$ cat config.mk
export PLATFORM = sky130hd
export DESIGN_NAME = fifo_byte_reader
export DESIGN_NICKNAME = d
export VERILOG_FILES = /design/src/rtl/fifo_byte_reader.sv
export SDC_FILE = /design/constraint.sdc
export NUM_CORES = 1
export LEC_CHECK = 0
export BUFFER_PORTS_ARGS = -buffer_cell sky130_fd_sc_hd__clkbuf_2
export CAP_MARGIN = 25
export CELL_PAD_IN_SITES_DETAIL_PLACEMENT = 1
export CELL_PAD_IN_SITES_GLOBAL_PLACEMENT = 2
export CORE_UTILIZATION = 30
export DETAILED_ROUTE_END_ITERATION = 10
export PLACE_DENSITY_LB_ADDON = 0.1
export SLEW_MARGIN = 5
export SYNTH_ARGS = -nofsm -noshare
export SYNTH_HDL_FRONTEND = slang
export SYNTH_SLANG_ARGS = --single-unit
$ cat constraint.sdc
create_clock -name clk -period 3.7 [get_ports clk]
set_input_delay 0.185 -clock clk [delete_from_list [all_inputs] [get_ports clk]]
set_output_delay 0.185 -clock clk [all_outputs]
set_load 0.02 [all_outputs]
$ cat src/rtl/fifo_byte_reader.sv
// Purpose: pulls words from a FIFO and streams them MSB byte first as framed bytes (sof/eof, frame counter).
// Latency: first byte appears 3 cycles after fifo_empty drops; outputs are registered; reads are >= 3 cycles apart.
// Backpressure: byte_ready low holds byte_data/sof/eof; FIFO underflow parks in IDLE and resumes mid-frame.
// Option: define FIFO_READER_HEADER_EN to prefix each frame with 0xA5, frame_count[7:0].
module fifo_byte_reader #(
  parameter int DATA_WIDTH      = 48,
  parameter int WORDS_PER_FRAME = 16
) (
  input  logic                  clk,
  input  logic                  rst,
  input  logic [DATA_WIDTH-1:0] fifo_data_out,
  input  logic                  fifo_data_out_valid,
  input  logic                  fifo_empty,
  output logic                  fifo_read_enabled,
  output logic [7:0]            byte_data,
  output logic                  byte_valid,
  input  logic                  byte_ready,
  output logic                  byte_sof,
  output logic                  byte_eof,
  output logic [15:0]           frame_count,
  output logic                  busy
);

  localparam int BYTES = DATA_WIDTH / 8;
  localparam int BW    = (BYTES > 1) ? $clog2(BYTES) : 1;

`ifdef FIFO_READER_HEADER_EN
  localparam bit HDR_EN = 1'b1;
`else
  localparam bit HDR_EN = 1'b0;
`endif

  typedef enum logic [2:0] {
    IDLE,
    REQ,
    WAIT,
    SHIFT
`ifdef FIFO_READER_HEADER_EN
    , HDR
`endif
  } state_t;

  state_t                state;
  logic [DATA_WIDTH-1:0] shift_reg;
  logic [DATA_WIDTH-1:0] shift_next;
  logic [7:0]            word_idx;
  logic [BW-1:0]         byte_idx;
  logic                  last_word;
`ifdef FIFO_READER_HEADER_EN
  // frame_open stops the header from repeating if the FIFO underflows before word 0 arrives
  logic                  frame_open;
  logic                  hdr_idx;
`endif

  assign shift_next = shift_reg << 8;
  assign last_word  = (word_idx == 8'(WORDS_PER_FRAME - 1));
  assign busy       = (state != IDLE);

  // Reader FSM: every output is registered and updated on the transition that produces it
  always_ff @(posedge clk) begin
    if (rst) begin
      state             <= IDLE;
      fifo_read_enabled <= 1'b0;
      byte_valid        <= 1'b0;
      byte_sof          <= 1'b0;
      byte_eof          <= 1'b0;
      byte_data         <= 8'h00;
      frame_count       <= 16'h0000;
      word_idx          <= 8'd0;
      byte_idx          <= '0;
      shift_reg         <= '0;
`ifdef FIFO_READER_HEADER_EN
      frame_open        <= 1'b0;
      hdr_idx           <= 1'b0;
`endif
    end else begin
      fifo_read_enabled <= 1'b0;
      case (state)
        IDLE: begin
          if (!fifo_empty) begin
`ifdef FIFO_READER_HEADER_EN
            if (!frame_open) begin
              state      <= HDR;
              frame_open <= 1'b1;
              hdr_idx    <= 1'b0;
              byte_valid <= 1'b1;
              byte_data  <= 8'hA5;
              byte_sof   <= 1'b1;
              byte_eof   <= 1'b0;
            end else begin
              state             <= REQ;
              fifo_read_enabled <= 1'b1;
            end
`else
            state             <= REQ;
            fifo_read_enabled <= 1'b1;
`endif
          end
        end

        REQ: begin
          state <= WAIT;
        end

        // A read issued on a stale non-empty flag returns no data; index is kept so the frame resumes
        WAIT: begin
          if (fifo_data_out_valid) begin
            state      <= SHIFT;
            shift_reg  <= fifo_data_out;
            byte_valid <= 1'b1;
            byte_data  <= fifo_data_out[DATA_WIDTH-1 -: 8];
            byte_sof   <= !HDR_EN && (word_idx == 8'd0);
            byte_eof   <= (BYTES == 1) && last_word;
          end else begin
            state <= IDLE;
          end
        end

        SHIFT: begin
          if (byte_ready) begin
            shift_reg <= shift_next;
            byte_sof  <= 1'b0;
            if (byte_idx == BW'(BYTES - 1)) begin
              byte_valid <= 1'b0;
              byte_eof   <= 1'b0;
              byte_idx   <= '0;
              if (last_word) begin
                word_idx    <= 8'd0;
                frame_count <= frame_count + 16'd1;
                state       <= IDLE;
`ifdef FIFO_READER_HEADER_EN
                frame_open  <= 1'b0;
`endif
              end else begin
                word_idx <= word_idx + 8'd1;
                // Skip the request when the FIFO already reports empty; IDLE picks up on refill
                if (!fifo_empty) begin
                  state             <= REQ;
                  fifo_read_enabled <= 1'b1;
                end else begin
                  state <= IDLE;
                end
              end
            end else begin
              byte_idx  <= byte_idx + BW'(1);
              byte_data <= shift_next[DATA_WIDTH-1 -: 8];
              byte_eof  <= last_word && (int'(byte_idx) == BYTES - 2);
            end
          end
        end

`ifdef FIFO_READER_HEADER_EN
        HDR: begin
          if (byte_ready) begin
            if (!hdr_idx) begin
              hdr_idx   <= 1'b1;
              byte_data <= frame_count[7:0];
              byte_sof  <= 1'b0;
            end else begin
              hdr_idx    <= 1'b0;
              byte_valid <= 1'b0;
              if (!fifo_empty) begin
                state             <= REQ;
                fifo_read_enabled <= 1'b1;
              end else begin
                state <= IDLE;
              end
            end
          end
        end
`endif

        default: state <= IDLE;
      endcase
    end
  end

endmodule

After elaboration in Yosys (flattened, before gate mapping)
Cells that the tools add are included.
Storage, ports and cells
  bits in registers: 82
  input port bits: 53
  output and inout port bits: 29
  word-level logic and storage cells: 68
Cells by class
  add/sub/neg operators: 3
  eq/ne operators: 11
  multiplexer cells: 32
  reduce and logical (&&, ||, !) cells: 12
Operator list (number)
  40-bit 2-to-1 mux: 2
  40-bit one-hot mux with 2 select lines: 1
  8-bit 2-to-1 mux: 4
  16-bit by 1-bit adder with 16-bit output (second input constant): 1
  8-bit one-hot mux with 2 select lines: 1
  1-bit 2-to-1 mux: 14
  3-bit 2-to-1 mux: 4
  3-bit one-hot mux with 4 select lines: 1
  4-bit AND reduction: 3
  2-bit != test (second input constant): 5
  3-bit AND reduction: 3
  8-bit by 1-bit adder with 8-bit output (second input constant): 1
  8-bit by 4-bit == test with 1-bit output (second input constant): 1
  8-bit logical NOT: 1
  1-bit one-hot mux with 2 select lines: 4
  3-bit by 2-bit == test with 1-bit output (second input constant): 2
  3-bit == test (second input constant): 2
  3-bit by 1-bit adder with 3-bit output (second input constant): 1
  3-bit by 1-bit == test with 1-bit output (second input constant): 1
  3-bit logical NOT: 1
  3-bit nonzero test: 1
  2-bit 2-to-1 mux: 1
  2-bit AND reduction: 1
  2-bit nonzero test: 1
  1-bit logical AND: 1

Longest topological paths before layout
Gate-level depths: netlist of the first run.
  depth after elaboration: 5
  gate-level depth with buffers: 8
  depth with buffers taken out: 6

Worst setup path after synthesis of the first run
OpenSTA, ideal clock, no wires.
  path type: register to register
  start: register word_idx[4]
  end: register frame_count[10]
  setup time: 121 ps
  arrival: 2098 ps
  required time: 3579 ps
  path slack: 1482 ps
  stages on the path, launching flop included: 6
  path through: dfxtp_1 -> or4_4 -> or4_4 -> buf_4 -> nor3_1 -> mux2_2
Between the ends
  cells in the longest elaborated chain, start to end: 2
Ends and longest elaborated chain
  from (decl): line 46  | logic [7:0] word_idx;
  from (signal assigned): line 135  | word_idx <= word_idx + 8'd1;
  8-bit by 4-bit == test with 1-bit output: line 56  | assign last_word = (word_idx == 8'(WORDS_PER_FRAME - 1));
  4-bit AND reduction (no line)
  to (signal assigned): line 129  | frame_count <= frame_count + 16'd1;
  to (decl): line 20  | output logic [15:0] frame_count,
No other way between the ends.
A chain may end at the register's enable or synchronous reset.

Worst setup path after layout of the first run
  start: register word_idx[4]
  end: register frame_count[15]
Same word-level chain as after synthesis.

==> results of run 1 <==
synth_stat cells, drive strengths merged:
cell type,count
and4b,1
nand3,8
buf,8
nand4b,3
and4,1
o41ai,1
or4,5
or2,4
mux2,2
o31ai,3
nor2,69
nor2b,3
or3,8
nor3b,2
nor4,7
inv,10
xnor2,9
nand4,4
a211oi,42
a21oi,19
o21ai,8
dfxtp,81
xor2,1
a22oi,9
a2111oi,1
mux2i,42
clkbuf,20
or4b,2
ha,7
nand2,9
nor4b,1
a221oi,1
nor3,6
nand3b,4
power breakdown:
group	total, W	internal [W]	leakage, nW	switching (W)
clock	0.000928	0.000556	0.140	0.000372
combinational	0.000901	0.000357	0.794	0.000544
sequential	0.00122	0.00110	0.659	0.000118
cell families after synthesis:
kind of cell	Yosys count
and+or+nand+nor	137
buffers and inverters	38
muxes	44
adders and majority gates	7
DFF	81
AOI/OAI and AO/OA	84
xor gates and xnor gates	10
through the flow:
stage                     power, W  std cells  worst slack, ns
after CTS                  0.00309        616             1.31
after global routing       0.00327        617             1.18
after floorplan            0.00189        401             1.48
after global placement     0.00212        601             1.41
final                      0.00305        617             1.33
after detailed placement   0.00215        601             1.31
area by class of cell:
| cell class | count | area [sq um] | share of cell area, % |
|---|---|---|---|
| clock buffers | 11 | 253 | 5.64 |
| multi-input cells | 282 | 1890 | 42.2 |
| flip-flops and latches | 81 | 1620 | 36.2 |
| inverters | 10 | 37.5 | 0.837 |
| well taps | 143 | 179 | 3.99 |
| repair buffers | 86 | 447 | 9.96 |
| clock inverters | 4 | 52.6 | 1.17 |
path summary, 6_finish.rpt:
check	end	slack, ns	startpoint	depth (start not counted)
setup / recovery	frame_count[15]$_SDFFE_PP0P_	1.33	word_idx[4]$_SDFFE_PP0P_	4
hold / removal	fifo_read_enabled$_SDFF_PP0_	0.04	fifo_empty	2
setup reg to reg	frame_count[15]$_SDFFE_PP0P_	1.33	word_idx[4]$_SDFFE_PP0P_	4
hold reg to reg	byte_eof$_SDFFE_PP0P_	0.46	byte_eof$_SDFFE_PP0P_	2
worst register-to-register path: stages, from the launching register on:
cell and delay [ns]:
dfxtp_1 0.35, or4_4 0.57, or4_4 0.64, nor4_1 0.33
mux2_2 0.37
placed cells by master (no fill, tap or decap), drive strengths merged, types with 2 or more instances in the layout:
master    synthesis  final
a22oi             9      9
mux2              2      2
nor3b             2      2
nor2             69     69
buf               8      5
a211oi           42     42
nand2             9      9
nor3              6      6
or4               5      5
or4b              2      2
clkbuf           20     92
ha                7      7
nor2b             3      3
dfxtp            81     81
o21ai             8      8
nand3b            4      4
or2               4      4
or3               8      8
nor4              7      7
o31ai             3      3
inv              10     10
mux2i            42     42
xnor2             9      9
nand3             8      8
nand4             4      4
nand4b            3      3
a21oi            19     19
clkinvlp          0      3
layer usage:
layer,part of all wire [%],up-vias,routed length [um]
met5,0,-,0
met4,1.9,0,176
met3,4.3,11,407
met2,43,59,4070
met1,51,1470,4820
li1,-,1598,-
==> qor.yml, run 1 <==
outcome:
  status: "complete, but fails checks"
  violations: "design-rule violations"
setup_path:
  crit_path_end_kind: "flip-flop"
  critPathTopFamily: "simple AND/OR/NAND/NOR gates"
  cp_max_fo: 13
  max_stage_delay_ns: 0.63
  path_cells: "or4_4, or4_4, nor4_1, mux2_2"
  crit_path_frequent_cell: "or4_4"
  critPathKind: "flip-flop to flip-flop"
  required_ns: 3.93
  critPathArrivalTime_ns: 2.61
  start_kind: "flip-flop"
  cp_slowest_cell: "or4_4"
  path_buf_inv: 0
clocking:
  clk_pin_slew_ns: 0.06
  cts_inserted_buffers: 9
  cts_tree: "built"
  ctsResizeCount: 0
  post_cts_buffers: 0
  ctsHtreeMaxLevel: 3
  cts.path.max_buffers: 2
  clock-root-buffer: "clkbuf_16"
  holdBufCountCts: 0
  clkSinkCount: 81
  clk_latency_ns: 0.34
timing:
  worst_pin_slew_ns: 0.740
  slew_headroom_pct: 50.6
  period_share_pct: 64.2
  hold_viol: 0
  rsz0062_at_grt: "no"
  finClkSkew_ns: 0.00516
  slew_viol_final: 0
  min_period_ns: 2.37
  finalSetupViolations: 0
  holdWs_ns: 0.0424
  setup_tns_ns: 0
  fmax_mhz: 421
global_routing:
  top_usage_layer: "met2"
  grtUsageMet3_pct: 4.75
  grt_pass1_vias: 3207
  gr-total-overflow: 0
  globalRouteMet1Util_pct: 21.9
  grt_pass1_wl_um: 16000
  met2_usage_pct: 24.3
  grt_max_degree: 60
  antenna_found_initial: 0
  grt_use_total_pct: 16.3
logic_synthesis:
  synth_top_family_by_area: "simple AND/OR/NAND/NOR gates"
  synth_top_area_share_pct: 44.5
  syn_nets: 461
  synthSimpleGateAreaFrac_pct: 19.0
  synthAdderAreaFrac_pct: 2.40
  muxShareOfSynthArea_pct: 12.1
  ys_ff_latch: 81
  syn_area_sq_um: 3650
  synth_xor_area_share_pct: 2.40
  ys_seq_area_share_pct: 44.5
  yosysTopAreaCell: "dfxtp_1"
  synth_cell_type_count: 38
  synthTopCellsByArea: "dfxtp_1, mux2i_1, a211oi_1"
  synth_compound_area_share_pct: 15.5
  synthCells: 401
  avgSynthCellArea_sq_um: 9.10
  yosys_warnings: 0
die:
  rows: 39
  core_area_sq_um: 11600
  die-area_sq_um: 12600
  start_util_pct: 31.4
  die_y_um: 112
  die_width_um: 112
  pin_count: 82
cells_and_area:
  antenna_cells: 0
  area_delta_synth_final_pct: 22.9
  final_cell_area_sq_um: 4480
  largest_reg_flops: 40
  n_fill_cell: 1389
  fin_util_pct: 38.6
  fin_nets: 530
  final_layout_size_suffix_gt1_share_pct: 24.1
drt:
  routed_wl_um: 9470
  ant_nets: 0
  drt_iter0_drc: 138
  firstDrtPassIters: 7
  vias: 3138
  drc_errors: 7
  wl_per_cell_um: 15.4
  vias_per_cell: 5.09
power_and_ir_drop:
  p_per_area_nw_per_um2: 680
  vdd_drop_max_mv: 0.224
  power_leakage_nw: 1.59
min_path:
  hp-class: "input pin to flip-flop"
placed_design:
  place_area_sq_um: 4170
  detailed_place_hpwl_um: 6630
  place_congestion: 0.692
  io_buffers: 81
run:
  maxCapViolations: 0
(Power assumes the default switching activity.)
==> run 2: changes to the inputs <==
- CORE_UTILIZATION: 30 -> 29
- clock period: 3.7 -> 2 ns (I/O delays scaled with it)
==> run 2 against run 1 <==
Compared with the run above: the flow finishes with violations (negative setup slack); final cell count is 9.6% higher; die area is 3.4% higher; first-iteration DRC count is 8.7% higher; via count is 3.9% higher; non-clock buffer count is 34 higher; register-to-register slack worse by 1.5 ns; critical path type unchanged.
==> qor.yml, run 2 (synthesized netlist as in run 1, its figures left out) <==
outcome:
  status: "complete, but fails checks"  # unchanged
  violations: "negative setup slack"  # was design-rule violations
die:
  die_y_um: 114  # was 112 um
  die-area_sq_um: 13000  # was 12,600 sq um
  rows: 40  # was 39
  start_util_pct: 30.1  # was 31.4%
  pin_count: 82  # unchanged
  core_area_sq_um: 12100  # was 11,600 sq um
  die_width_um: 114  # was 112 um
drt:
  drt_iter0_drc: 150  # was 138
  routed_wl_um: 10100  # was 9470 um
  vias_per_cell: 4.82  # was 5.09
  drc_errors: 0  # was 7
  firstDrtPassIters: 4  # was 7
  ant_nets: 0  # unchanged
  vias: 3260  # was 3,138
  wl_per_cell_um: 14.9  # was 15.4 um
global_routing:
  grt_max_degree: 41  # was 60
  grt_use_total_pct: 16.2  # was 16.3%
  antenna_found_initial: 0  # unchanged
  grt_pass1_wl_um: 16600  # was 16,000 um
  grt_pass1_vias: 3360  # was 3,207
  gr-total-overflow: 0  # unchanged
power_and_ir_drop:
  p_int_w: 0.00390  # was 0.00201 W
  p_per_area_nw_per_um2: 1190  # was 680 nW/um^2
  power_switching_share_pct: 33.2  # was 33.9%
  power_leakage_nw: 1.82  # was 1.59 nW
  comb_power_share_pct: 31.5  # was 29.6%
  power.switching_w: 0.00194  # was 0.00103 W
  pwr-share-seq_pct: 38.6  # was 40.0%
  power_frac_clock_pct: 29.9  # was 30.5%
  vdd_drop_max_mv: 0.381  # was 0.224 mV
clocking:
  clkSinkCount: 81  # unchanged
  clock-root-buffer: "clkbuf_16"  # unchanged
  ctsHtreeMaxLevel: 3  # unchanged
  clk_pin_slew_ns: 0.06  # about the same
  clk_latency_ns: 0.33  # was 0.34 ns
  cts_tree: "built"  # unchanged
  cts_inserted_buffers: 9  # unchanged
  cts.path.max_buffers: 2  # unchanged
  holdBufCountCts: 0  # unchanged
timing:
  min_period_ns: 2.17  # was 2.37 ns
  worst_pin_slew_ns: 0.790  # was 0.740 ns
  hold_viol: 0  # unchanged
  fmax_mhz: 461  # was 421 MHz
  finClkSkew_ns: 0.00505  # was 0.00516 ns
  setup_slack_ns: -0.168  # was 1.33 ns
  slew_viol_final: 0  # unchanged
  rsz0062_at_grt: "yes"  # was no
  period_share_pct: 108  # was 64.2%
  slew_headroom_pct: 47.3  # was 50.6%
  holdWs_ns: 0.00826  # was 0.0424 ns
  setup_tns_ns: -0.642  # was 0 ns
  finalSetupViolations: 9  # was 0
cells_and_area:
  largest_reg_flops: 40  # unchanged
  stdcell_count: 676  # was 617
  antenna_cells: 0  # unchanged
  area_delta_synth_final_pct: 34.8  # was 22.9%
  fin_nets: 564  # was 530
  layout.cells.most_common: "clkbuf_2"
  most-common-layout-cells: "clkbuf_2, dfxtp_1, nor2_1"  # was dfxtp_1, clkbuf_2, nor2_1
  final_layout_size_suffix_gt1_share_pct: 33.9  # was 24.1%
  n_fill_cell: 1426  # was 1,389
setup_path:
  crit_path_end_kind: "flip-flop"  # unchanged
  critPathKind: "flip-flop to flip-flop"  # unchanged
  critPathArrivalTime_ns: 2.39  # was 2.61 ns
  required_ns: 2.22  # was 3.93 ns
  cp_max_fo: 5  # was 13
  start_kind: "flip-flop"  # unchanged
placed_design:
  place_inst: 657  # was 601
  io_buffers: 81  # unchanged
  detailed_place_hpwl_um: 7190  # was 6630 um
  place_congestion: 0.723  # was 0.692
min_path:
  hp-class: "input pin to flip-flop"  # unchanged
run:
  maxCapViolations: 0  # unchanged
==> run 2: changes by cell type in the layout (fill, tap and decap cells not counted), sizes merged <==
cell and delta:
clkbuf -2, clkinv +4, buf +34, clkinvlp -3, bufinv +1
==> run 2: worst paths after layout <==
path | depth (start not counted) | endpoint | start | slack, ns
hold reg to reg | 2 | byte_eof$_SDFFE_PP0P_ | byte_eof$_SDFFE_PP0P_ | 0.46
setup / recovery | 5 | frame_count[10]$_SDFFE_PP0P_ | word_idx[4]$_SDFFE_PP0P_ | -0.17
setup reg to reg | 5 | frame_count[10]$_SDFFE_PP0P_ | word_idx[4]$_SDFFE_PP0P_ | -0.17
hold / removal | 2 | fifo_read_enabled$_SDFF_PP0_ | fifo_empty | 0.008
==> run 2: critical path, stage by stage (launching register included) <==
cell	delay [ns]
dfxtp_2	0.32
or4_4	0.54
or4_4	0.54
buf_6	0.15
nor3_4	0.18
mux2_4	0.32
==> run 2: final cells by class <==
| type | instances | area (sq um) | area share [%] |
|---|---|---|---|
| multi-input cells | 282 | 2000 | 40.7 |
| flip-flops and latches | 81 | 1620 | 33.0 |
| clock inverters | 6 | 83.8 | 1.70 |
| inverters | 10 | 37.5 | 0.763 |
| clock buffers | 9 | 225 | 4.58 |
| well taps | 168 | 210 | 4.27 |
| repair buffers | 120 | 733 | 14.9 |
==> run 2: timing repair <==
action,in CTS,in global routing
resized for setup,2,27
setup endpoints to repair,8,53
pin swaps,3,12
gates cloned,0,0
setup buffers,1,3
==> run 2: stage by stage <==
stage | power [W] | cell area [sq um] | util (%) | setup slack [ns]
after floorplan | 0.00350 | 3670 | - | -0.0299
after global placement | 0.00407 | 4460 | 36.8 | -0.0443
after detailed placement | 0.00412 | 4460 | 36.8 | -0.108
after CTS | 0.00589 | 4780 | 39.5 | -0.105
after global routing | 0.00626 | 4920 | 40.6 | -0.201
final | 0.00584 | 4920 | 40.6 | -0.168
==> run 2: power groups by stage <==
stage | sequential, W | combinational, W | clock [W]
2_1_floorplan | 0.00235 | 0.00115 | 0
3_3_place_gp | 0.00228 | 0.00179 | 0
3_5_place_dp | 0.00229 | 0.00182 | 0
4_1_cts | 0.00226 | 0.00183 | 0.00180
5_1_grt | 0.00232 | 0.00206 | 0.00188
6_report | 0.00225 | 0.00184 | 0.00175
==> run 2: metal layers <==
metal | vias to the layer above | GRT usage (%) | part of all wire [%]
met3 | 11 | 3.97 | 4.2
met4 | 0 | 6.23 | 1.2
met5 | - | 0 | 0
li1 | 1658 | - | -
met1 | 1529 | 20.6 | 48
met2 | 62 | 26.4 | 47
